===== src/rtl/shift_seq_pkg.sv =====
// ============================================================================
// shift_seq_pkg : command encodings and FSM states for shift_seq_ctrl
// Revision      : 1.0
// ============================================================================
`default_nettype none

package shift_seq_pkg;

  localparam logic [1:0] OP_LOAD = 2'd0;
  localparam logic [1:0] OP_STEP = 2'd1;
  localparam logic [1:0] OP_RUN  = 2'd2;
  localparam logic [1:0] OP_STOP = 2'd3;

  typedef enum logic [1:0] {
    S_IDLE = 2'd0,
    S_STEP = 2'd1,
    S_RUN  = 2'd2
  } state_e;

endpackage

`default_nettype wire


===== src/rtl/shift_seq_ctrl_tick_gen.sv =====
// ============================================================================
// tick_gen : free-running prescaler with synchronous clear; one-cycle tick
// Revision : 1.0
// ============================================================================
`default_nettype none

module tick_gen #(
  parameter int TICK_DIV = 25000000
) (
  input  logic clk,
  input  logic rst_n,
  input  logic clr,
  input  logic en,
  output logic tick
);

  localparam int            CW   = (TICK_DIV > 1) ? $clog2(TICK_DIV) : 1;
  localparam logic [CW-1:0] LAST = CW'(TICK_DIV - 1);

  logic [CW-1:0] cnt_q;
  logic [CW-1:0] cnt_d;

  always_comb begin
    cnt_d = cnt_q;
    if (clr) begin
      cnt_d = '0;
    end else if (en) begin
      cnt_d = (cnt_q == LAST) ? '0 : cnt_q + CW'(1);
    end
  end

  always_ff @(posedge clk) begin
    if (!rst_n) begin
      cnt_q <= '0;
    end else begin
      cnt_q <= cnt_d;
    end
  end

  assign tick = en && (cnt_q == LAST);

endmodule

`default_nettype wire


===== src/rtl/shift_seq_ctrl.sv =====
// ============================================================================
// shift_seq_ctrl : pattern register + command sequencer feeding a barrel shifter
// Revision       : 1.0
// ============================================================================
`default_nettype none

module shift_seq_ctrl
  import shift_seq_pkg::*;
#(
  parameter int TICK_DIV = 25000000,
  parameter int CNT_W    = 8
) (
  input  logic             clk,
  input  logic             rst_n,
  input  logic             cmd_valid,
  output logic             cmd_ready,
  input  logic [1:0]       cmd_op,
  input  logic [7:0]       cmd_data,
  input  logic [CNT_W-1:0] cmd_cnt,
  input  logic [2:0]       cmd_shamt,
  input  logic             cmd_lr,
  input  logic             cmd_al,
  output logic [7:0]       bs_din,
  output logic [2:0]       bs_shamt,
  output logic             bs_lr,
  output logic             bs_al,
  input  logic [7:0]       bs_dout,
  output logic [7:0]       cur_val,
  output logic             busy,
  output logic             done,
  output logic             err
);

  state_e           state_q, state_d;
  logic [7:0]       cur_q, cur_d;
  logic [2:0]       shamt_q, shamt_d;
  logic             lr_q, lr_d;
  logic             al_q, al_d;
  logic [CNT_W-1:0] rem_q, rem_d;
  logic             done_q, done_d;
  logic             err_q, err_d;

  logic accept;
  logic tick;
  logic presc_clr;
  logic last_tick;

  tick_gen #(
    .TICK_DIV (TICK_DIV)
  ) u_tick_gen (
    .clk   (clk),
    .rst_n (rst_n),
    .clr   (presc_clr),
    .en    (state_q == S_RUN),
    .tick  (tick)
  );

  assign accept    = cmd_valid && cmd_ready;
  assign last_tick = tick && (rem_q == CNT_W'(1));

  always_ff @(posedge clk) begin
    if (!rst_n) begin
      state_q <= S_IDLE;
      cur_q   <= '0;
      shamt_q <= '0;
      lr_q    <= 1'b0;
      al_q    <= 1'b0;
      rem_q   <= '0;
      done_q  <= 1'b0;
      err_q   <= 1'b0;
    end else begin
      state_q <= state_d;
      cur_q   <= cur_d;
      shamt_q <= shamt_d;
      lr_q    <= lr_d;
      al_q    <= al_d;
      rem_q   <= rem_d;
      done_q  <= done_d;
      err_q   <= err_d;
    end
  end

  always_comb begin
    state_d   = state_q;
    cur_d     = cur_q;
    shamt_d   = shamt_q;
    lr_d      = lr_q;
    al_d      = al_q;
    rem_d     = rem_q;
    done_d    = 1'b0;
    err_d     = 1'b0;
    presc_clr = 1'b0;
    case (state_q)
      S_IDLE: begin
        if (accept) begin
          case (cmd_op)
            OP_LOAD: cur_d = cmd_data;
            OP_STEP: begin
              shamt_d = cmd_shamt;
              lr_d    = cmd_lr;
              al_d    = cmd_al;
              state_d = S_STEP;
            end
            OP_RUN: begin
              shamt_d   = cmd_shamt;
              lr_d      = cmd_lr;
              al_d      = cmd_al;
              rem_d     = cmd_cnt;
              presc_clr = 1'b1;
              state_d   = S_RUN;
            end
            default: ;
          endcase
        end
      end
      S_STEP: begin
        cur_d   = bs_dout;
        done_d  = 1'b1;
        state_d = S_IDLE;
      end
      S_RUN: begin
        if (accept && (cmd_op == OP_STOP)) begin
          state_d = S_IDLE;
        end else begin
          // A command landing on the final tick is dropped quietly so done and err never overlap.
          err_d = accept && !last_tick;
          if (tick) begin
            cur_d = bs_dout;
            if (rem_q != '0) begin
              rem_d = rem_q - CNT_W'(1);
            end
            if (last_tick) begin
              done_d  = 1'b1;
              state_d = S_IDLE;
            end
          end
        end
      end
      default: state_d = S_IDLE;
    endcase
  end

  always_comb begin
    cmd_ready = (state_q != S_STEP);
    busy      = (state_q != S_IDLE);
    bs_din    = cur_q;
    bs_shamt  = shamt_q;
    bs_lr     = lr_q;
    bs_al     = al_q;
    cur_val   = cur_q;
    done      = done_q;
    err       = err_q;
  end

endmodule

`default_nettype wire

===== config.mk =====
export PLATFORM = sky130hd
export DESIGN_NAME = shift_seq_ctrl
export DESIGN_NICKNAME = d
export VERILOG_FILES = /design/src/rtl/shift_seq_pkg.sv /design/src/rtl/shift_seq_ctrl_tick_gen.sv /design/src/rtl/shift_seq_ctrl.sv
export SDC_FILE = /design/constraint.sdc
export NUM_CORES = 1
export LEC_CHECK = 0
export CAP_MARGIN = 40
export CORE_MARGIN = 2
export CORE_UTILIZATION = 55
export DETAILED_ROUTE_END_ITERATION = 16
export PLACE_DENSITY = 0.81
export SLEW_MARGIN = 5
export SYNTH_ARGS = -nofsm -noshare
export SYNTH_HDL_FRONTEND = slang
export SYNTH_SLANG_ARGS = --single-unit

===== constraint.sdc =====
create_clock -name clk -period 3.94 [get_ports clk]
set_input_delay 0.788 -clock clk [delete_from_list [all_inputs] [get_ports clk]]
set_output_delay 0.788 -clock clk [all_outputs]
set_load 0.02 [all_outputs]

==> metrics <==
Crit-path slowest cell or4_1; Critical Path Max Stage Delay 0.50 ns; post-synthesis register bit count 50; final hold vios 0; Core Util, Final 69.9%; Iter 0 DRT Violations 174; Setup Buffers After CTS 0; Worst Max-Slew Pin Slew 0.717 ns; Layout area overhead 23.0%; fill cell count 421; hold_buf cts 0; sequential power share 45.9%; Skew-Pair Late Insertion Delay 0.31 ns; via count 2,550; CP Buf/Inv Count 2; CP cell instances clkdlybuf4s50_1, inv_1, ha_1, nand3b_1, a211oi_4, o21ai_2, or4_1, a21boi_1; initial antenna violation count 0; Final #Nets 424; GR Overflow Total 0; Final WS setup 1.13 ns; Slew Viols, Final 0; clk root buf clkbuf_8; Post-Syn Area 0.00288 sq mm; leakage power 1.29 nW; fraction of layout cells with a size suffix above 1 6.60%; First-pass DRT Iterations 4; Syn Nets 380; Post-Route WL 6.79 mm; unrepaired setup endpoints after global routing false; H-Tree Depth 2; Seq/Total Area, Yosys 34.7%; # IOs 59; Max Clk Rate 356 MHz; clk sinks 50; clock network power share 31.0%; Final Instance Area 0.00355 sq mm; Slew HR 52.2%; Critical Path Start cmd_op[0]; Die Width 76.4 microns; asr flop ratio synth 0%; vias in the first global route 2,500; Max VDD drop 301 uV; Setup crit start kind input pin; sw frac 28.6%; routability cong. 0.856; Clock transition at path regs 0.10 ns; total CTS buffers 5; height of the die 76.4 microns; Core Area 0.00507 sq mm; Initial Utilization 56.8%; CTS tree yes; top_reg_cell synth dfxtp_1; antenna viol nets, final 0; Syn. warnings 0; total of max-cap violations 0; fin cells 449; HP Start bs_din[4]; Crit Reg-Reg Startpoint state_q[0]; Cells after Synth 334; Max clock buf depth 2; Avg Cell Area, Syn 8.63 sq um; status finished clean; pin count of the biggest net entering global routing 24; n_diodes 0; EDFF count, synth 0; first-pass GRT wire length 11.7 mm; Pwr Density 336 mW/mm^2; worst hold path type reg2reg; Clock Skew 0.0111 ns; DR DRC count 0; placed cells 441; placed cell area 0.00344 sq mm; endpoints failing setup 0; Netlist cell types 57; crit end category flip-flop; Die Area 0.00584 sq mm; Worst EP required 4.19 ns; Tmin final 2.81 ns; Resized cells post-CTS 0; CP max FO 7; GR Util All Layers 24.1%; CP arrival 3.05 ns; sw power 0.341 mW; row count 26; Setup WS pre-CTS 0.868 ns; setup TNS 0 ns; critical path type in2reg; routed len/inst 15.1 microns; combinational fraction of design power 23.1%; post-DP HPWL 4.95 mm; Pint 0.851 mW; family with the most delay on the worst path compound AO/OA/AOI/OAI gates; vias per cell 5.68; period utilization 71.2%; # port buffers 58
stage by stage:
step	hold WS [ns]	total power, mW
5_1_grt	0.532	1.25
6_report	0.494	1.19
2_1_floorplan	0.468	0.733
4_1_cts	0.502	1.20
3_5_place_dp	0.487	0.831
3_3_place_gp	0.473	0.824
worst register-to-register path, stage by stage (launching register included):
cell     delay [ns]
dfxtp_1        0.34
inv_1          0.11
ha_1           0.63
nand4_1        0.41
nor4_2         0.63
nand3_1        0.18
xor2_1         0.16
nor2_1         0.05
metal layers:
| layer | global-route usage (%) | vias up | wire length [microns] |
|---|---|---|---|
| li1 | - | 1273 | - |
| met1 | 31.4 | 1195 | 3050 |
| met2 | 40.1 | 73 | 3300 |
| met3 | 4.98 | 9 | 354 |
| met4 | 8.00 | 0 | 86 |
| met5 | 0 | - | 0 |
cell families after synthesis:
logic type / Yosys count / share of synthesized area, %
buffers and inverters: 33 / 5.86
AND/OR/NAND/NOR: 150 / 29.3
flip-flops: 50 / 34.7
adder cells (fa/ha/maj): 12 / 5.21
AO/OA/AOI/OAI: 49 / 12.0
XOR/XNOR: 23 / 6.98
multiplexers: 17 / 5.99
power by group through the flow:
stage | Sequential (mW) | Clock, mW | Combinational (mW)
floorplan | 0.569 | 0 | 0.165
global placement | 0.557 | 0 | 0.267
detailed placement | 0.559 | 0 | 0.272
CTS | 0.547 | 0.376 | 0.275
global route | 0.551 | 0.396 | 0.300
finish | 0.548 | 0.369 | 0.275
path summary, 6_finish.rpt:
check / end / slack [ns] / depth (start not counted)
max: rem_q[2] / 1.13 / 8
min: bs_din[4] / 0.49 / 2
max reg2reg: u_tick_gen.cnt_q[22] / 1.29 / 7
min reg2reg: bs_din[4] / 0.49 / 2
placed cells by master (no fill, tap or decap), types with 3 or more instances in the layout:
cell type and instances:
a31oi_1 4, nor2_1 35, nand4_1 14, nor4_1 3
nor3_1 4, nand4b_1 3, inv_1 10, a21boi_1 9
a21oi_1 6, nor4bb_1 3, clkbuf_8 5, xor2_1 18
o21ai_0 11, and4_1 3, mux2i_1 15, xnor2_1 5
dfxtp_1 50, nor2b_1 7, nand2_1 29, or3_1 10
nand3_1 15, ha_1 12, and3_1 4, clkdlybuf4s50_1 58
or4_1 3
cell usage after synthesis (all sizes together) (2+ instances only):
| cell | count | area, sq um |
|---|---|---|
| a21boi | 9 | 67.6 |
| a21oi | 6 | 30.0 |
| a31oi | 4 | 25.0 |
| and2 | 2 | 12.5 |
| and3 | 4 | 25.0 |
| and4 | 5 | 46.3 |
| buf | 18 | 113 |
| clkbuf | 5 | 18.8 |
| dfxtp | 50 | 1000 |
| ha | 12 | 150 |
| inv | 10 | 37.5 |
| mux2 | 2 | 22.5 |
| mux2i | 15 | 150 |
| nand2 | 29 | 109 |
| nand3 | 15 | 75.1 |
| nand4 | 14 | 87.6 |
| nand4b | 3 | 26.3 |
| nor2 | 35 | 131 |
| nor2b | 7 | 43.8 |
| nor3 | 6 | 40.0 |
| nor4 | 5 | 43.8 |
| nor4bb | 3 | 30.0 |
| o211ai | 2 | 15.0 |
| o21ai | 13 | 68.8 |
| o22ai | 2 | 12.5 |
| o2bb2ai | 2 | 17.5 |
| or3 | 11 | 73.8 |
| or4 | 3 | 22.5 |
| xnor2 | 5 | 43.8 |
| xor2 | 18 | 158 |
state kept, by name (all words and copies together), names as in the netlist:
signal	count
u_tick_gen.cnt_q	25
bs_din	8
rem_q	8
bs_shamt	3
state_q	2
bs_al	1
bs_lr	1
done	1
err	1
final cells by class:
| class | instances | area [sq um] | area share (%) |
|---|---|---|---|
| Multi-Input combinational cell | 251 | 1710 | 48.3 |
| Tap cell | 70 | 87.6 | 2.47 |
| Clock inverter | 3 | 43.8 | 1.23 |
| Clock buffer | 5 | 68.8 | 1.94 |
| Sequential cell | 50 | 1000 | 28.2 |
| Timing Repair Buffer | 60 | 596 | 16.8 |
| Inverter | 10 | 37.5 | 1.06 |
(Power assumes the default switching activity.)
